<file path="src/rtl/keypad_encoder.sv">
// ---------------------------------------------------------------------------
// keypad_encoder
//
// Scans a 4x4 active-low matrix keypad. It drives one column low at a time,
// debounces both press and release, and encodes the accepted key as
// row_idx*4 + col_idx.
//
// Ports:
//   clk        system clock
//   rst        asynchronous, active-high reset
//   rows[3:0]  keypad rows, active-low, asynchronous (external pull-ups)
//   cols[3:0]  column drive, exactly one bit low at all times (registered)
//   key_code   code of the last accepted key, held until the next accept
//   key_valid  one-clk strobe when a key is accepted (or auto-repeats)
//   key_held   high while the accepted key remains pressed
//
// Parameters:
//   SCAN_DIV      clk cycles per scan tick (column dwell), >= 2
//   DEBOUNCE_CNT  consecutive identical ticks to accept press/release, >= 1
//   REPEAT_DELAY  held ticks before the first auto-repeat strobe
//   REPEAT_RATE   ticks between later auto-repeat strobes
//
// Build option:
//   KEYPAD_REPEAT_EN  when defined, a held key re-pulses key_valid after
//                     REPEAT_DELAY ticks, then every REPEAT_RATE ticks.
//                     When undefined, there is exactly one strobe per press.
//
// state    | meaning
// ---------+---------------------------------------------------------------
// SCAN     | stepping through the columns, looking for a single low row
// DEBOUNCE | column frozen, counting ticks with the captured row pattern
// HELD     | key accepted, column frozen, counting all-high ticks to release
// ---------------------------------------------------------------------------
module keypad_encoder #(
    parameter int SCAN_DIV     = 50000,
    parameter int DEBOUNCE_CNT = 4,
    parameter int REPEAT_DELAY = 50,
    parameter int REPEAT_RATE  = 10
) (
    input  logic       clk,
    input  logic       rst,
    input  logic [3:0] rows,
    output logic [3:0] cols,
    output logic [3:0] key_code,
    output logic       key_valid,
    output logic       key_held
);

    localparam int PW = $clog2(SCAN_DIV);
    localparam int CW = $clog2(DEBOUNCE_CNT + 1);
    localparam logic [PW-1:0] PRESC_LAST = PW'(SCAN_DIV - 1);
    localparam logic [CW-1:0] CNT_LAST   = CW'(DEBOUNCE_CNT - 1);

    if (SCAN_DIV < 2) begin : g_bad_scan_div
        $error("keypad_encoder: SCAN_DIV must be at least 2");
    end
    if (DEBOUNCE_CNT < 1) begin : g_bad_debounce
        $error("keypad_encoder: DEBOUNCE_CNT must be at least 1");
    end
    if (REPEAT_DELAY < 1 || REPEAT_RATE < 1) begin : g_bad_repeat
        $error("keypad_encoder: REPEAT_DELAY and REPEAT_RATE must be at least 1");
    end

    typedef enum logic [1:0] {
        SCAN     = 2'd0,
        DEBOUNCE = 2'd1,
        HELD     = 2'd2
    } state_t;

    state_t        state_q, state_d;
    logic [1:0]    col_q, col_d;
    logic [1:0]    row_idx_q, row_idx_d;
    logic [3:0]    pat_q, pat_d;
    logic [CW-1:0] cnt_q, cnt_d;
    logic [3:0]    code_d;
    logic          valid_d;
    logic          held_d;
    logic          rep_pulse;

    logic [3:0]    row_m, row_s;
    logic [PW-1:0] presc;
    logic          tick;

    logic          one_low;
    logic [1:0]    row_sel;

    // Two-flop synchronizer; rows are asynchronous to clk.
    always_ff @(posedge clk or posedge rst) begin
        if (rst) begin
            row_m <= 4'hF;
            row_s <= 4'hF;
        end else begin
            row_m <= rows;
            row_s <= row_m;
        end
    end

    // Free-running scan prescaler.
    always_ff @(posedge clk or posedge rst) begin
        if (rst) begin
            presc <= '0;
        end else if (tick) begin
            presc <= '0;
        end else begin
            presc <= presc + 1'b1;
        end
    end

    assign tick = (presc == PRESC_LAST);

    // Only a single low row is a valid key. Two or more low rows on one
    // column is a multi-press or ghost and is treated as no key.
    always_comb begin
        one_low = 1'b0;
        row_sel = 2'd0;
        case (row_s)
            4'b1110: begin one_low = 1'b1; row_sel = 2'd0; end
            4'b1101: begin one_low = 1'b1; row_sel = 2'd1; end
            4'b1011: begin one_low = 1'b1; row_sel = 2'd2; end
            4'b0111: begin one_low = 1'b1; row_sel = 2'd3; end
            default: begin one_low = 1'b0; row_sel = 2'd0; end
        endcase
    end

    always_ff @(posedge clk or posedge rst) begin
        if (rst) begin
            state_q   <= SCAN;
            col_q     <= 2'd0;
            row_idx_q <= 2'd0;
            pat_q     <= 4'hF;
            cnt_q     <= '0;
            cols      <= 4'b1110;
            key_code  <= 4'd0;
            key_valid <= 1'b0;
            key_held  <= 1'b0;
        end else begin
            state_q   <= state_d;
            col_q     <= col_d;
            row_idx_q <= row_idx_d;
            pat_q     <= pat_d;
            cnt_q     <= cnt_d;
            cols      <= ~(4'b0001 << col_d);
            key_code  <= code_d;
            key_valid <= valid_d | rep_pulse;
            key_held  <= held_d;
        end
    end

    always_comb begin
        state_d   = state_q;
        col_d     = col_q;
        row_idx_d = row_idx_q;
        pat_d     = pat_q;
        cnt_d     = cnt_q;
        code_d    = key_code;
        valid_d   = 1'b0;
        held_d    = key_held;

        if (tick) begin
            case (state_q)
                SCAN: begin
                    if (one_low) begin
                        row_idx_d = row_sel;
                        pat_d     = row_s;
                        if (CNT_LAST == '0) begin
                            // A single-tick debounce accepts on the capture tick.
                            code_d  = {row_sel, col_q};
                            valid_d = 1'b1;
                            held_d  = 1'b1;
                            cnt_d   = '0;
                            state_d = HELD;
                        end else begin
                            cnt_d   = CW'(1);
                            state_d = DEBOUNCE;
                        end
                    end else begin
                        col_d = col_q + 2'd1;
                    end
                end

                DEBOUNCE: begin
                    if (row_s == pat_q) begin
                        if (cnt_q == CNT_LAST) begin
                            code_d  = {row_idx_q, col_q};
                            valid_d = 1'b1;
                            held_d  = 1'b1;
                            cnt_d   = '0;
                            state_d = HELD;
                        end else begin
                            cnt_d = cnt_q + 1'b1;
                        end
                    end else begin
                        cnt_d   = '0;
                        col_d   = col_q + 2'd1;
                        state_d = SCAN;
                    end
                end

                HELD: begin
                    if (row_s == 4'hF) begin
                        if (cnt_q == CNT_LAST) begin
                            held_d  = 1'b0;
                            cnt_d   = '0;
                            col_d   = col_q + 2'd1;
                            state_d = SCAN;
                        end else begin
                            cnt_d = cnt_q + 1'b1;
                        end
                    end else begin
                        // Any low row during release restarts the release count.
                        cnt_d = '0;
                    end
                end

                default: begin
                    state_d = SCAN;
                end
            endcase
        end
    end

`ifdef KEYPAD_REPEAT_EN
    localparam int REP_MAX = (REPEAT_DELAY > REPEAT_RATE) ? REPEAT_DELAY : REPEAT_RATE;
    localparam int RW      = $clog2(REP_MAX + 1);
    localparam logic [RW-1:0] REP_DELAY_LAST = RW'(REPEAT_DELAY - 1);
    localparam logic [RW-1:0] REP_RATE_LAST  = RW'(REPEAT_RATE - 1);

    logic [RW-1:0] rep_q, rep_d;
    logic          rep_armed_q, rep_armed_d;

    always_ff @(posedge clk or posedge rst) begin
        if (rst) begin
            rep_q       <= '0;
            rep_armed_q <= 1'b0;
        end else begin
            rep_q       <= rep_d;
            rep_armed_q <= rep_armed_d;
        end
    end

    // Outside HELD the counter is parked at zero, so entering HELD always
    // starts from a clean count. rep_armed selects the initial delay versus
    // the repeat rate.
    always_comb begin
        rep_d       = rep_q;
        rep_armed_d = rep_armed_q;
        rep_pulse   = 1'b0;
        if (state_q != HELD) begin
            rep_d       = '0;
            rep_armed_d = 1'b0;
        end else if (tick) begin
            if (row_s == 4'hF) begin
                rep_d       = '0;
                rep_armed_d = 1'b0;
            end else if (rep_q == (rep_armed_q ? REP_RATE_LAST : REP_DELAY_LAST)) begin
                rep_pulse   = 1'b1;
                rep_d       = '0;
                rep_armed_d = 1'b1;
            end else begin
                rep_d = rep_q + 1'b1;
            end
        end
    end
`else
    assign rep_pulse = 1'b0;
`endif

endmodule

</file>
<file path="config.mk">
export PLATFORM = sky130hd
export DESIGN_NAME = keypad_encoder
export DESIGN_NICKNAME = d
export VERILOG_FILES = /design/src/rtl/keypad_encoder.sv
export SDC_FILE = /design/constraint.sdc
export NUM_CORES = 1
export LEC_CHECK = 0
export ABC_AREA = 1
export BUFFER_PORTS_ARGS = -buffer_cell sky130_fd_sc_hd__buf_4
export CAP_MARGIN = 20
export CORE_ASPECT_RATIO = 1.2
export CORE_MARGIN = 3
export CORE_UTILIZATION = 50
export DETAILED_ROUTE_END_ITERATION = 16
export GPL_ROUTABILITY_DRIVEN = 0
export PLACE_DENSITY = 0.68
export RECOVER_POWER = 25
export SYNTH_ARGS = -nofsm -noshare
export SYNTH_HDL_FRONTEND = slang
export SYNTH_SLANG_ARGS = --single-unit
</file>
<file path="constraint.sdc">
create_clock -name clk -period 3.3 [get_ports clk]
set_input_delay 0 -clock clk [delete_from_list [all_inputs] [get_ports clk]]
set_output_delay 0 -clock clk [all_outputs]
set_load 0.005 [all_outputs]
</file>
### Word-level counts from Yosys, hierarchy flattened

Index checks and enable logic that the tools add are counted.

| word-level totals | value |
|---|---|
| register bits | 47 |
| memory bits (read-only) | 0 |
| input bits | 6 |
| bits in writable memories | 0 |
| output and inout port bits | 10 |
| memories kept | 0 |
| bits in latches | 0 |

| cells by class | value |
|---|---|
| multipliers | 0 |
| shifts and indexed selects | 1 |
| equal/unequal tests | 16 |
| add/subtract/negate cells | 3 |
| bitwise logic cells | 1 |
| reductions and logical operators | 9 |
| divide/modulo/power cells | 0 |
| mux-type cells | 29 |
| magnitude comparators | 0 |

Operators by type and width:

| operator | number |
|---|---|
| $mux 2 | 10 |
| $pmux 2 s3 | 3 |
| $add 16x1->16 const B | 1 |
| $eq 16x16->1 const B | 1 |
| $eq 4x4->1 const B | 4 |
| $mux 16 | 1 |
| $mux 3 | 4 |
| $ne 2x2->1 const B | 5 |
| $mux 1 | 9 |
| $pmux 3 s3 | 1 |
| $reduce_and 3->1 | 2 |
| $reduce_and 6->1 | 1 |
| $reduce_and 5->1 | 1 |
| $eq 4x3->1 const B | 1 |
| $eq 4x4->1 | 1 |
| $not 4->4 | 1 |
| $reduce_and 4->1 | 1 |
| $reduce_or 4->1 | 1 |
| $shl 1x2->4 const A | 1 |
| $add 3x1->3 const B | 1 |
| $eq 3x2->1 const B | 1 |
| $ne 3x3->1 const B | 1 |
| $reduce_bool 3->1 | 1 |
| $add 2x1->2 const B | 1 |
| 5 further kinds | 5 |

### Depth between registers and ports, before layout

Gate-level depths: netlist of run 1.

| logic depth | value |
|---|---|
| depth after elaboration | 8 |
| depth in mapped cells | 11 |
| mapped depth without buffers | 11 |

### Worst setup path before layout of run 1

OpenSTA, ideal clock, no wires.

| timing path | value |
|---|---|
| path type | register to register |
| start point | register presc[0] |
| end point | register cols[0] |
| data arrival time | 1.368 ns |
| slack | 1.814 ns |
| data required time | 3.182 ns |
| setup time | 0.118 ns |
| stages on the path, launching flop included | 11 |
| buffers on the path | 0 |
| period minus slack after synthesis | 1.486 ns |
| cell sequence | dfrtp_1 -> ha_1 -> nand3_2 -> nor2_4 -> nand2_4 -> nor2_4 -> nand2_1 -> nor2_1 -> nand2_1 -> nand2_1 -> nand2_1 |

| between the ends | value |
|---|---|
| cells in the longest elaborated chain, start to end | 4 |

RTL lines:

| element | line | source |
|---|---|---|
| start, declared | 81 | `logic [PW-1:0] presc;` |
| start signal, assigned | 105 | `presc <= presc + 1'b1;` |
| $eq 16x16->1 | 109 | `assign tick = (presc == PRESC_LAST);` |
| $mux 2 | 159 | `if (tick) begin` |
| $shl 1x2->4 | 142 | `cols <= ~(4'b0001 << col_d);` |
| $not 4->4 | 142 |  |
| end signal, assigned | 142 |  |
| end, declared | 43 | `output logic [3:0] cols,` |

No other way between the ends.
A chain may end at the register's enable or synchronous reset.

==> qor.log, run 1 <==
INFO  synth          post_synth_instance_area=2500um^2
INFO  synth          synth_ff_type=sky130_fd_sc_hd__dfrtp_1
INFO  clock_tree     clock_tree.htree_level_count=2
INFO  route          detailedRoute.firstPassIterationCount=4
INFO  synth          yosysWarnings=0
INFO  sta            timing_max_transition_violations_final=48
INFO  critical_path  crit_path_start_kind=input pin
INFO  die            die_area=5880um^2
INFO  synth          post_synth_fa_ha_maj_area_fraction=0.0301
INFO  die            initial_utilization=0.532
INFO  synth          synth_async_sr_flop_share=1.00
INFO  grt            grt_usage=0.171
INFO  sta            layout_worst_path_cycle_share=0.538
INFO  critical_path  critPathRequiredTime=3.40ns
INFO  die            core.rowCount=27
INFO  critical_path  worst_path_dominant_cell_family=buffers and inverters
INFO  synth          synth_cells=300
INFO  synth          flops_latches_synth=47
INFO  clock_tree     tritoncts_num_sinks=47
INFO  route          dr.first_iter.drc_count=107
INFO  route          average_wire_per_cell_in_the_routed_design=11.7um
INFO  grt            grt_met1_use=0.207
INFO  clock_tree     hold_fix_buffer_count_after_cts=5
INFO  sta            fin_ws=1.52ns
INFO  grt            antenna_found_initial=0
INFO  sta            timing_hold_violations_final=0
INFO  clock_tree     clk_root_buffer_cell=sky130_fd_sc_hd__clkbuf_8
INFO  synth          synth.net_count=312
INFO  layout         regArea=1190um^2
INFO  critical_path  worst_path_max_delay_cell=sky130_fd_sc_hd__inv_1
INFO  grt            gr_overflow_total=0
INFO  clock_tree     clock_latency_reported_for_the_late_side_of_the_worst_skew_pair=0.30ns
INFO  die            die-width=70.5um
INFO  synth          post-synth-top-area-fraction=0.321
INFO  sta            unrepaired_setup_endpoints_after_global_routing=false
INFO  clock_tree     clock_tree.buffer_depth=2
INFO  sta            fin_skew=0.00389ns
INFO  synth          synth_compound_gate_area_share=0.0741
INFO  synth          yosys.area_share.simple=0.333
INFO  place          buffers_added_on_ports=15
INFO  run_status     violated_checks=capacitance limit, slew limit
INFO  layout         layout_cells_sized_above_1=0.229
INFO  synth          synth_xor_area_frac=0.0140
INFO  grt            gr-usage-met2=0.296
INFO  place          worst_setup_slack_before_clock_tree_synthesis=1.65ns
INFO  layout         finished_layout_cell_area=2820um^2
INFO  die            die_h=83.4um
INFO  synth          synth.area.mux_share=0
INFO  route          drc=0
INFO  synth          synth_edf_count=0
INFO  sta            finalHoldWorstSlack=0.358ns
INFO  job            cap_viol_max_count=1
INFO  route          route.final.wire_length=4520um
INFO  clock_tree     clkTransAtPathRegs=0.09ns
INFO  synth          netlist_top_cells_area=sky130_fd_sc_hd__dfrtp_1, sky130_fd_sc_hd__dfstp_2, sky130_fd_sc_hd__nand2_1, sky130_fd_sc_hd__inv_1, sky130_fd_sc_hd__nand3_1
INFO  grt            grt_start_max_net_pins=48
INFO  grt            grt_pass1_wl=8280um
INFO  layout         layout-area-overhead-vs-synth=12.8%
INFO  grt            first_global_vias=1967
INFO  grt            grt.busiest_layer=met2
INFO  grt            met3_usage=0.0327
INFO  pwr            max_ir_drop_vdd=0.000253V
INFO  place          placed_area=2680um^2
INFO  critical_path  timing.critical_path.fanout_max=47
INFO  critical_path  timing.critical_path.cells=dlygate4sd3_1, clkbuf_4, inv_1
INFO  layout         multi_input_area=1130um^2
INFO  clock_tree     cts_made_buffers=5
INFO  synth          yosysSeqAreaShare=0.478
INFO  sta            timing.setup.tns=0ns
INFO  run_status     outcome=finished, violations left
INFO  route          route.vias.total=1923
INFO  sta            fmax=563MHz
INFO  pwr            power.density=345nW/um^2
INFO  critical_path  critPathKind=input pin to asynchronous set/reset pin
INFO  pwr            total_leakage_power=1.40nW
INFO  clock_tree     cts_resized=0
INFO  route          drtAntennaViolNets=0
INFO  sta            maxSlewHeadroom=-0.131
INFO  sta            fin_crit=1.78ns
INFO  layout         nFillCells=406
INFO  synth          synth_top_family_by_area=simple AND/OR/NAND/NOR gates
INFO  sta            worst_pin_slew=1.69ns
INFO  clock_tree     cts_post_setup_buffers_inserted=0
INFO  clock_tree     tritoncts=done
INFO  layout         final_net_count=339
INFO  die            boundaryPins=16
INFO  die            core_area=4700um^2
INFO  place          dpl.hpwl=3410um
INFO  synth          cell_type_with_the_highest_aggregate_area_in_the_netlist=sky130_fd_sc_hd__dfrtp_1
INFO  hold_path      timing.hold.worst.class=input pin to register
INFO  layout         n_antenna_cell=0
INFO  sta            final-setup-viol-count=0
INFO  critical_path  critical_path.endpoint_type=asynchronous set/reset pin
INFO  critical_path  timing.critical_path.slowest_cell_delay=1.19ns
INFO  synth          synthesis.area_per_instance=8.32um^2
INFO  route          vias_per_cell=4.98
INFO  critical_path  worst-endpoint-arrival=1.88ns
INFO  layout         utilization=0.600
INFO  synth          ys_types=30
INFO  critical_path  cp_num_buf_inv=3
worst paths after layout:
kind / startpoint / endpoint / slack, ns / cells past startpoint
worst min-delay path: rows[3] / row_m[3] / 0.36 / 2
worst max register to register: presc[0] / cols[0] / 1.63 / 10
worst min register to register: row_m[1] / row_s[1] / 0.36 / 0
worst max-delay path: rst / key_held / 1.52 / 3
max in group clk: presc[0] / cols[0] / 1.63 / 10
min in group asynchronous: rst / cnt_q[2] / 0.79 / 3
cells in the mapped netlist, drive strengths merged (3+ instances only):
cell,count
nand2,83
inv,46
nor2,42
dfrtp,32
nand3,26
o21ai,19
dfstp,15
a21oi,10
ha,6
nand4,6
xor2,4
nor3,3
report_power, final:
group / switching [W] / leakage [nW] / total, W / internal, W
clock: 0.000195 / 0.0402 / 0.000343 / 0.000148
sequential: 0.00000380 / 0.590 / 0.000589 / 0.000585
combinational: 0.0000274 / 0.774 / 0.0000410 / 0.0000136
total: 0.000226 / 1.40 / 0.000972 / 0.000746
cell families (layout without fill, tap and decap cells):
| kind of cell | count (synthesis) | after routing |
|---|---|---|
| buf+inv | 47 | 75 |
| simple gates | 163 | 163 |
| flops | 47 | 47 |
| xor+xnor | 4 | 4 |
| compound gates | 33 | 33 |
| fa+ha+maj | 6 | 6 |
layer usage:
metal	share of wire	routed length (um)
met4	0.014	65
met3	0.029	129
met1	0.45	2050
met2	0.50	2280
met5	0	0
metrics by stage:
step | instances | power (W)
after global placement | 373 | 0.000637
after detailed placement | 373 | 0.000638
after floorplan | 300 | 0.000625
after global routing | 386 | 0.00101
final | 386 | 0.000972
after CTS | 386 | 0.000986
worst reg2reg max path, delay by kind of cell, from the launching register on:
family	cells	cell delay, ns
and+or+nand+nor	9	0.95
DFF	1	0.39
adders and majority gates	1	0.23
flip-flops by register name, summed over array words and instances, names as in the netlist:
signal     cells
cols           4
row_s          4
col_q          2
key_held       1
presc         16
row_m          4
pat_q          4
state_q        2
cnt_q          3
row_idx_q      2
key_valid      1
key_code       4
placed cells by master, fill, tap and decap left out, types with 4 or more instances in the layout:
cell | netlist | layout
sky130_fd_sc_hd__ha_1 | 6 | 6
sky130_fd_sc_hd__nor2_2 | 10 | 10
sky130_fd_sc_hd__nand2_2 | 5 | 5
sky130_fd_sc_hd__nand2_1 | 75 | 75
sky130_fd_sc_hd__inv_2 | 5 | 5
sky130_fd_sc_hd__xor2_1 | 4 | 4
sky130_fd_sc_hd__dfstp_2 | 15 | 15
sky130_fd_sc_hd__nand4_1 | 6 | 6
sky130_fd_sc_hd__inv_1 | 41 | 41
sky130_fd_sc_hd__o21ai_0 | 7 | 7
sky130_fd_sc_hd__nand3_2 | 5 | 5
sky130_fd_sc_hd__dfrtp_1 | 32 | 32
sky130_fd_sc_hd__clkbuf_4 | 0 | 14
sky130_fd_sc_hd__a21oi_1 | 9 | 9
sky130_fd_sc_hd__nand3_1 | 20 | 20
sky130_fd_sc_hd__o21ai_1 | 12 | 12
sky130_fd_sc_hd__clkbuf_8 | 0 | 5
sky130_fd_sc_hd__nor2_1 | 25 | 25
sky130_fd_sc_hd__dlygate4sd3_1 | 0 | 5
sky130_fd_sc_hd__nor2_4 | 6 | 6
final cells by class:
type / instances / area share
Clock inverter: 3 / 0.00710
Sequential cell: 47 / 0.424
Clock buffer: 5 / 0.0244
Tap cell: 58 / 0.0258
Timing Repair Buffer: 20 / 0.0564
Inverter: 47 / 0.0626
Multi-Input combinational cell: 206 / 0.400
Note: power is estimated with default switching activity, not from simulation.
==> run 2: changes to the inputs <==
PLACE_DENSITY = 0.7   (was 0.68)
clock period = 1.4 ns   (was 3.3 ns; I/O delays follow)
==> run 2 against run 1 <==
The flow finishes with violations (setup timing); design area increased by 29%; core utilization increased by 17 points; sequential cell count unchanged; critical path type is now register to register.
==> qor.log, run 2 (synthesis results as in run 1) <==
INFO  run_status     outcome=finished, violations left
INFO  critical_path  critPathKind=register to register
INFO  pwr            max_ir_drop_vdd=0.000385V [+52%]
INFO  critical_path  timing.critical_path.cells=nand2_2, nor2_2, nand2_2, nand2_2, nand2_4, nor2_8, buf_4, nand2_1, o21ai_1
INFO  run_status     violated_checks=setup timing
INFO  critical_path  worst-endpoint-arrival=1.86ns [-0.02 ns]
INFO  layout         max_flop_register=presc
INFO  grt            antenna_found_initial=0 [unchanged]
INFO  layout         layout-area-overhead-vs-synth=45.4%
INFO  critical_path  timing.critical_path.from=row_s[0]
INFO  critical_path  timing.critical_path.fanout_max=5 [-89%]
INFO  sta            layout_worst_path_cycle_share=1.16
INFO  critical_path  worst_path_dominant_cell_family=simple AND/OR/NAND/NOR gates
INFO  route          average_wire_per_cell_in_the_routed_design=13.9um [+19%]
INFO  clock_tree     cts_made_buffers=5 [unchanged]
INFO  sta            worst_pin_slew=0.784ns [-0.910 ns]
INFO  critical_path  cp_num_buf_inv=1 [-2]
INFO  sta            final-setup-viol-count=30 [+30]
INFO  critical_path  rr_startpoint=row_s[0]
INFO  clock_tree     clock_tree.htree_level_count=2 [unchanged]
INFO  critical_path  rrSetupSlack=-0.22ns [-1.85 ns]
INFO  critical_path  critical_path.endpoint_type=register
INFO  die            core.rowCount=27 [unchanged]
INFO  layout         multi_input_area=1380um^2 [+22%]
INFO  critical_path  r2r-end=pat_q[1]
INFO  clock_tree     clock_latency_reported_for_the_late_side_of_the_worst_skew_pair=0.30ns [about the same]
INFO  sta            timing_hold_violations_final=0 [unchanged]
INFO  clock_tree     clkTransAtPathRegs=0.09ns [about the same]
INFO  sta            unrepaired_setup_endpoints_after_global_routing=true
INFO  grt            gr_overflow_total=0 [unchanged]
INFO  route          detail_route.wirelength.met1=2350um [+15%]
INFO  place          dpl.hpwl=3880um [+14%]
INFO  die            boundaryPins=16 [unchanged]
INFO  hold_path      timing.hold.worst.class=input pin to register
INFO  pwr            total_leakage_power=1.80nW [+29%]
INFO  critical_path  worst-r2r-cell-count=9 [-1]
INFO  route          route.vias.total=2313 [+20%]
INFO  sta            fin_ws=-0.218ns [-1.74 ns]
INFO  die            die-width=70.5um [unchanged]
INFO  route          top_layer=met4
INFO  sta            maxSlewHeadroom=0.477 [+0.607]
INFO  layout         final_common_cell=sky130_fd_sc_hd__buf_4
INFO  route          detailedRoute.firstPassIterationCount=4 [unchanged]
INFO  clock_tree     clock_tree.buffer_depth=2 [unchanged]
INFO  critical_path  worst_path_max_delay_cell=sky130_fd_sc_hd__dfstp_2
INFO  die            initial_utilization=0.532 [unchanged]
INFO  grt            grt_usage=0.208 [+0.0371]
INFO  layout         regArea=1200um^2 [+0.21%]
INFO  pwr            power.density=652nW/um^2 [+89%]
INFO  pwr            report.power.total=0.00237W [+140%]
INFO  sta            fin_crit=1.62ns
INFO  clock_tree     tritoncts=done
INFO  route          met3WireLength=185um [+43%]
INFO  critical_path  cp.depth=9 [+6]
INFO  route          dr.first_iter.drc_count=136 [+27%]
INFO  place          buffers_added_on_ports=15 [unchanged]
INFO  critical_path  crit_path_start_kind=register
INFO  layout         layout_cells_sized_above_1=0.490 [+0.261]
INFO  sta            timing_max_transition_violations_final=0 [-100%]
INFO  job            cap_viol_max_count=0 [-1]
INFO  route          drc=0 [unchanged]
INFO  layout         n_antenna_cell=0 [unchanged]
INFO  critical_path  critPathRequiredTime=1.64ns [-1.76 ns]
INFO  layout         layout.cells.most_common_list=sky130_fd_sc_hd__buf_4, sky130_fd_sc_hd__nand2_1, sky130_fd_sc_hd__inv_1, sky130_fd_sc_hd__dfrtp_1, sky130_fd_sc_hd__nand2_2
INFO  critical_path  critical_path.endpoint=pat_q[1]
INFO  die            core_area=4700um^2 [unchanged]
INFO  sta            finalHoldWorstSlack=0.344ns [-0.0140 ns]
INFO  layout         largest_register_ffs=16 [unchanged]
INFO  route          wl_met2=3490um [+53%]
INFO  critical_path  timing.critical_path.slowest_cell_delay=0.58ns [-0.61 ns]
INFO  route          drtAntennaViolNets=0 [unchanged]
INFO  sta            fmax=618MHz
INFO  grt            grt_start_max_net_pins=30 [-38%]
INFO  route          route.final.wire_length=6300um [+39%]
INFO  route          vias_per_cell=5.12 [+2.7%]
INFO  grt            first_global_vias=2384 [+21%]
INFO  hold_path      worstHoldStart=rows[1]
INFO  layout         nFillCells=306 [-25%]
INFO  clock_tree     clk_root_buffer_cell=sky130_fd_sc_hd__clkbuf_8
INFO  sta            fin_skew=0.00844ns [+0.00455 ns]
INFO  clock_tree     tritoncts_num_sinks=47 [unchanged]
INFO  layout         final_net_count=405 [+19%]
INFO  grt            grt_pass1_wl=9940um [+20%]
INFO  critical_path  path_common_cell=sky130_fd_sc_hd__nand2_2
INFO  die            die_h=83.4um [unchanged]
INFO  die            die_area=5880um^2 [unchanged]
run 2: cell count changes in the layout (fill, tap and decap cells not counted), sizes merged:
cell / previous run / this run
buf: 0 / 76
clkinvlp: 2 / 1
inv: 46 / 47
clkinv: 2 / 1
clkbuf: 20 / 11
run 2: cell type report:
cell class,count,area share
sequential,47,0.330
timing repair buffer,86,0.200
multi-input combinational,206,0.379
clock inverter,2,0.00344
tap,58,0.0200
clock buffer,6,0.0200
inverter,47,0.0486
run 2: where the power goes:
| part | switching, W | internal, W |
|---|---|---|
| Sequential | 0.0000103 | 0.00138 |
| Combinational | 0.0000934 | 0.0000723 |
| Clock | 0.000465 | 0.000350 |
run 2: metal layers:
| layer | up-vias | GRT usage |
|---|---|---|
| met1 | 1110 | 0.213 |
| met5 | - | 0 |
| met3 | 23 | 0.0387 |
| li1 | 1131 | - |
| met2 | 49 | 0.391 |
| met4 | 0 | 0.106 |
run 2: stage by stage:
stage | cells | TNS [ns] | setup WS (ns) | area, um^2 | utilization
2_1_floorplan | 300 | -0.0310 | -0.0156 | 2530 | -
4_1_cts | 443 | -2.03 | -0.132 | 3430 | 0.731
3_5_place_dp | 419 | -2.90 | -0.174 | 3080 | 0.655
6_report | 452 | -4.56 | -0.218 | 3630 | 0.774
3_3_place_gp | 419 | -2.46 | -0.169 | 3080 | 0.655
5_1_grt | 452 | -7.70 | -0.326 | 3630 | 0.774
run 2: worst reg2reg max path: stages (launching register included):
cell	delay [ns]
sky130_fd_sc_hd__dfstp_2	0.58
sky130_fd_sc_hd__nand2_2	0.11
sky130_fd_sc_hd__nor2_2	0.13
sky130_fd_sc_hd__nand2_2	0.11
sky130_fd_sc_hd__nand2_2	0.11
sky130_fd_sc_hd__nand2_4	0.08
sky130_fd_sc_hd__nor2_8	0.13
sky130_fd_sc_hd__buf_4	0.15
sky130_fd_sc_hd__nand2_1	0.05
sky130_fd_sc_hd__o21ai_1	0.08
run 2: how the worst min path moves through the flow:
stage,end,cells past startpoint
after floorplan,row_m[0],0
final,row_m[1],2
after detailed placement,presc[0],2
after CTS,presc[7],3
after global placement,presc[0],2
after global routing,row_m[1],2
run 2: what timing repair did:
| item | CTS | global route |
|---|---|---|
| pin swaps | 23 | 27 |
| setup endpoints to repair | 30 | 34 |
| hold endpoints to repair | 22 | 0 |
| gates cloned | 0 | 0 |
| resized for setup | 44 | 36 |
| buffers inserted | 11 | 13 |
| hold buffers | 5 | 0 |
==> run 3: changes to the inputs <==
REMOVE_ABC_BUFFERS = 1   (was default)
==> run 3 against run 2 <==
The run still ends with setup timing left; non-clock buffer count stayed put; routed wire length is 0.86% lower; global-route usage is 1.0 points higher; sequential share of layout area is 0.55 points lower; clock power is 17% higher; total power is 5.6% higher; final cell count is 0.22% lower; critical path depth is 2 higher; critical path type unchanged; critical endpoint is now cols[0].
==> qor.log, run 3 (synthesis results as in run 1) <==
INFO  run_status     outcome=finished, violations left
INFO  run_status     violated_checks=setup timing
INFO  sta            timing_max_transition_violations_final=0 [unchanged]
INFO  layout         final_common_cell=sky130_fd_sc_hd__buf_4
INFO  sta            maxSlewHeadroom=0.578 [+0.101]
INFO  die            core.rowCount=27 [unchanged]
INFO  sta            timing.setup.tns=-3.90ns [+0.658 ns]
INFO  die            boundaryPins=16 [unchanged]
INFO  place          buffers_added_on_ports=15 [unchanged]
INFO  die            die_h=83.4um [unchanged]
INFO  die            initial_utilization=0.532 [unchanged]
INFO  grt            gr_overflow_total=0 [unchanged]
INFO  clock_tree     clock_latency_reported_for_the_late_side_of_the_worst_skew_pair=0.30ns [about the same]
INFO  critical_path  timing.critical_path.slowest_cell_delay=0.58ns [about the same]
INFO  layout         largest_register_ffs=16 [unchanged]
INFO  clock_tree     tritoncts_num_sinks=47 [unchanged]
INFO  job            cap_viol_max_count=0 [unchanged]
INFO  grt            met3_usage=0.0436 [+0.00484]
INFO  die            die_area=5880um^2 [unchanged]
INFO  layout         utilization=0.786 [+0.0123]
INFO  route          average_wire_per_cell_in_the_routed_design=13.9um [-0.64%]
INFO  layout         layout.cells.most_common_list=sky130_fd_sc_hd__buf_4, sky130_fd_sc_hd__nand2_1, sky130_fd_sc_hd__inv_1, sky130_fd_sc_hd__dfrtp_1, sky130_fd_sc_hd__nand2_2
INFO  layout         finished_layout_cell_area=3690um^2 [+1.6%]
INFO  place          placed_area=3030um^2 [-1.5%]
INFO  pwr            max_ir_drop_vdd=0.000680V [+77%]
INFO  grt            grt_met1_use=0.237 [+0.0239]
INFO  clock_tree     clk_root_buffer_cell=sky130_fd_sc_hd__clkbuf_8
INFO  layout         layout_cells_sized_above_1=0.509 [+0.0191]
INFO  route          drtAntennaViolNets=0 [unchanged]
INFO  sta            finalHoldWorstSlack=0.348ns [+0.00468 ns]
INFO  critical_path  crit_path_start_kind=register
INFO  critical_path  worst_path_dominant_cell_family=simple AND/OR/NAND/NOR gates
INFO  critical_path  timing.critical_path.fanout_max=4 [-1]
INFO  route          dr.first_iter.drc_count=125 [-8.1%]
INFO  grt            gr-usage-met2=0.403 [+0.0119]
INFO  critical_path  critPathRequiredTime=1.60ns [-0.04 ns]
INFO  critical_path  timing.critical_path.cells=inv_2, nand2_2, nand2_2, nor2_4, nand2_4, nand2_4, nand3_1, nand2_1, nand2_1, nand2_2, nand2_1
INFO  layout         layout-area-overhead-vs-synth=47.7%
INFO  sta            fmax=618MHz [about the same]
INFO  clock_tree     tritoncts=done
INFO  route          drc=0 [unchanged]
INFO  route          vias_per_cell=5.01 [-2.0%]
INFO  die            core_area=4700um^2 [unchanged]
INFO  clock_tree     clock_tree.htree_level_count=2 [unchanged]
INFO  grt            grt_usage=0.218 [+0.0103]
INFO  sta            layout_worst_path_cycle_share=1.16 [about the same]
INFO  layout         final_net_count=405 [unchanged]
INFO  critical_path  cp_num_buf_inv=1 [unchanged]
INFO  layout         max_flop_register=presc
INFO  die            die-width=70.5um [unchanged]
INFO  pwr            power_report.internal_total=0.00197W [+9.1%]
INFO  route          route.final.wire_length=6250um [-0.86%]
INFO  grt            grt_pass1_wl=10400um [+4.2%]
INFO  pwr            comb_power_share=0.063 [-0.007]
INFO  pwr            switching_share=0.214 [-0.0256]
INFO  sta            fin_crit=1.62ns [-0.000976 ns]
INFO  place          dpl.hpwl=3900um [+0.55%]
INFO  pwr            net-switching-power=0.000536W [-5.7%]
INFO  sta            fin_ws=-0.217ns [+0.000976 ns]
INFO  grt            grt_start_max_net_pins=48 [+60%]
INFO  grt            grt.busiest_layer=met2
INFO  sta            worst_pin_slew=0.633ns [-0.151 ns]
INFO  sta            final-setup-viol-count=31 [+3.3%]
INFO  pwr            p_seq_frac=0.556 [-0.030]
INFO  grt            antenna_found_initial=0 [unchanged]
INFO  sta            timing_hold_violations_final=0 [unchanged]
INFO  clock_tree     cts_made_buffers=5 [unchanged]
INFO  sta            fin_skew=0.00712ns [-0.00132 ns]
INFO  critical_path  critical_path.endpoint_type=register
INFO  critical_path  critPathKind=register to register
INFO  hold_path      timing.hold.worst.class=register to register
INFO  sta            unrepaired_setup_endpoints_after_global_routing=true
INFO  pwr            power.density=678nW/um^2 [+3.9%]
INFO  clock_tree     clock_tree.buffer_depth=2 [unchanged]
INFO  clock_tree     clkTransAtPathRegs=0.08ns [about the same]
INFO  route          detailedRoute.firstPassIterationCount=4 [unchanged]
INFO  pwr            total_leakage_power=1.84nW [+2.1%]
INFO  critical_path  worst-endpoint-arrival=1.81ns [-0.05 ns]
INFO  route          route.vias.total=2261 [-2.2%]
INFO  critical_path  worst_path_max_delay_cell=sky130_fd_sc_hd__dfstp_2
INFO  layout         n_antenna_cell=0 [unchanged]
INFO  pwr            power_frac_clock=0.381 [+0.037]
INFO  grt            first_global_vias=2426 [+1.8%]
run 3: per-stage QoR:
step           std cells  total power [W]  setup WS [ns]
3_5_place_dp         416          0.00152         -0.201
5_1_grt              451          0.00260         -0.286
3_3_place_gp         416          0.00152         -0.159
4_1_cts              446          0.00251         -0.171
2_1_floorplan        300          0.00147        -0.0861
6_report             451          0.00250         -0.217
run 3: path summary, 6_finish.rpt:
kind                               start  endpoint  slack, ns  cells past startpoint
worst max register to register  row_s[2]   cols[0]      -0.22                     11
min in group asynchronous            rst  presc[6]       0.45                      4
worst max-delay path            row_s[2]   cols[0]      -0.22                     11
max in group asynchronous            rst  presc[2]       0.50                      4
worst min-delay path            row_m[1]  row_s[1]       0.35                      0
worst min register to register  row_m[1]  row_s[1]       0.35                      0
run 3: routing by layer:
metal / vias to the layer above / routed length (um)
met4: 0 / 111
li1: 1136 / -
met3: 9 / 163
met2: 44 / 3410
met1: 1072 / 2560
met5: - / 0
run 3: cell type report:
class	count	area [um^2]
Sequential cell	47	1200
Clock buffer	6	72.6
Tap cell	58	72.6
Fill cell	284	1010
Timing Repair Buffer	86	689
Inverter	47	181
Clock inverter	1	30.0
Multi-Input combinational cell	206	1450
run 3: power by group through the flow:
| stage | Sequential (W) | Clock (W) | Combinational, W |
|---|---|---|---|
| detailed placement | 0.00141 | 0 | 0.000110 |
| CTS | 0.00139 | 0.000978 | 0.000142 |
| global placement | 0.00141 | 0 | 0.000108 |
| finish | 0.00139 | 0.000953 | 0.000157 |
| global route | 0.00139 | 0.00103 | 0.000171 |
| floorplan | 0.00141 | 0 | 0.0000628 |
run 3: worst register-to-register path: stages (launching register included):
cell	delay, ns
sky130_fd_sc_hd__dfstp_2	0.58
sky130_fd_sc_hd__inv_2	0.06
sky130_fd_sc_hd__nand2_2	0.08
sky130_fd_sc_hd__nand2_2	0.07
sky130_fd_sc_hd__nor2_4	0.18
sky130_fd_sc_hd__nand2_4	0.09
sky130_fd_sc_hd__nand2_4	0.10
sky130_fd_sc_hd__nand3_1	0.09
sky130_fd_sc_hd__nand2_1	0.08
sky130_fd_sc_hd__nand2_1	0.07
sky130_fd_sc_hd__nand2_2	0.07
sky130_fd_sc_hd__nand2_1	0.05
run 3: repair_timing:
action / CTS / global route
endpoints found under the hold margin: 51 / 0
pin swaps: 17 / 22
hold buffers: 5 / 0
gates resized for setup: 44 / 53
gates cloned: 0 / 0
buffers inserted: 19 / 6
endpoints found under the setup margin: 36 / 33
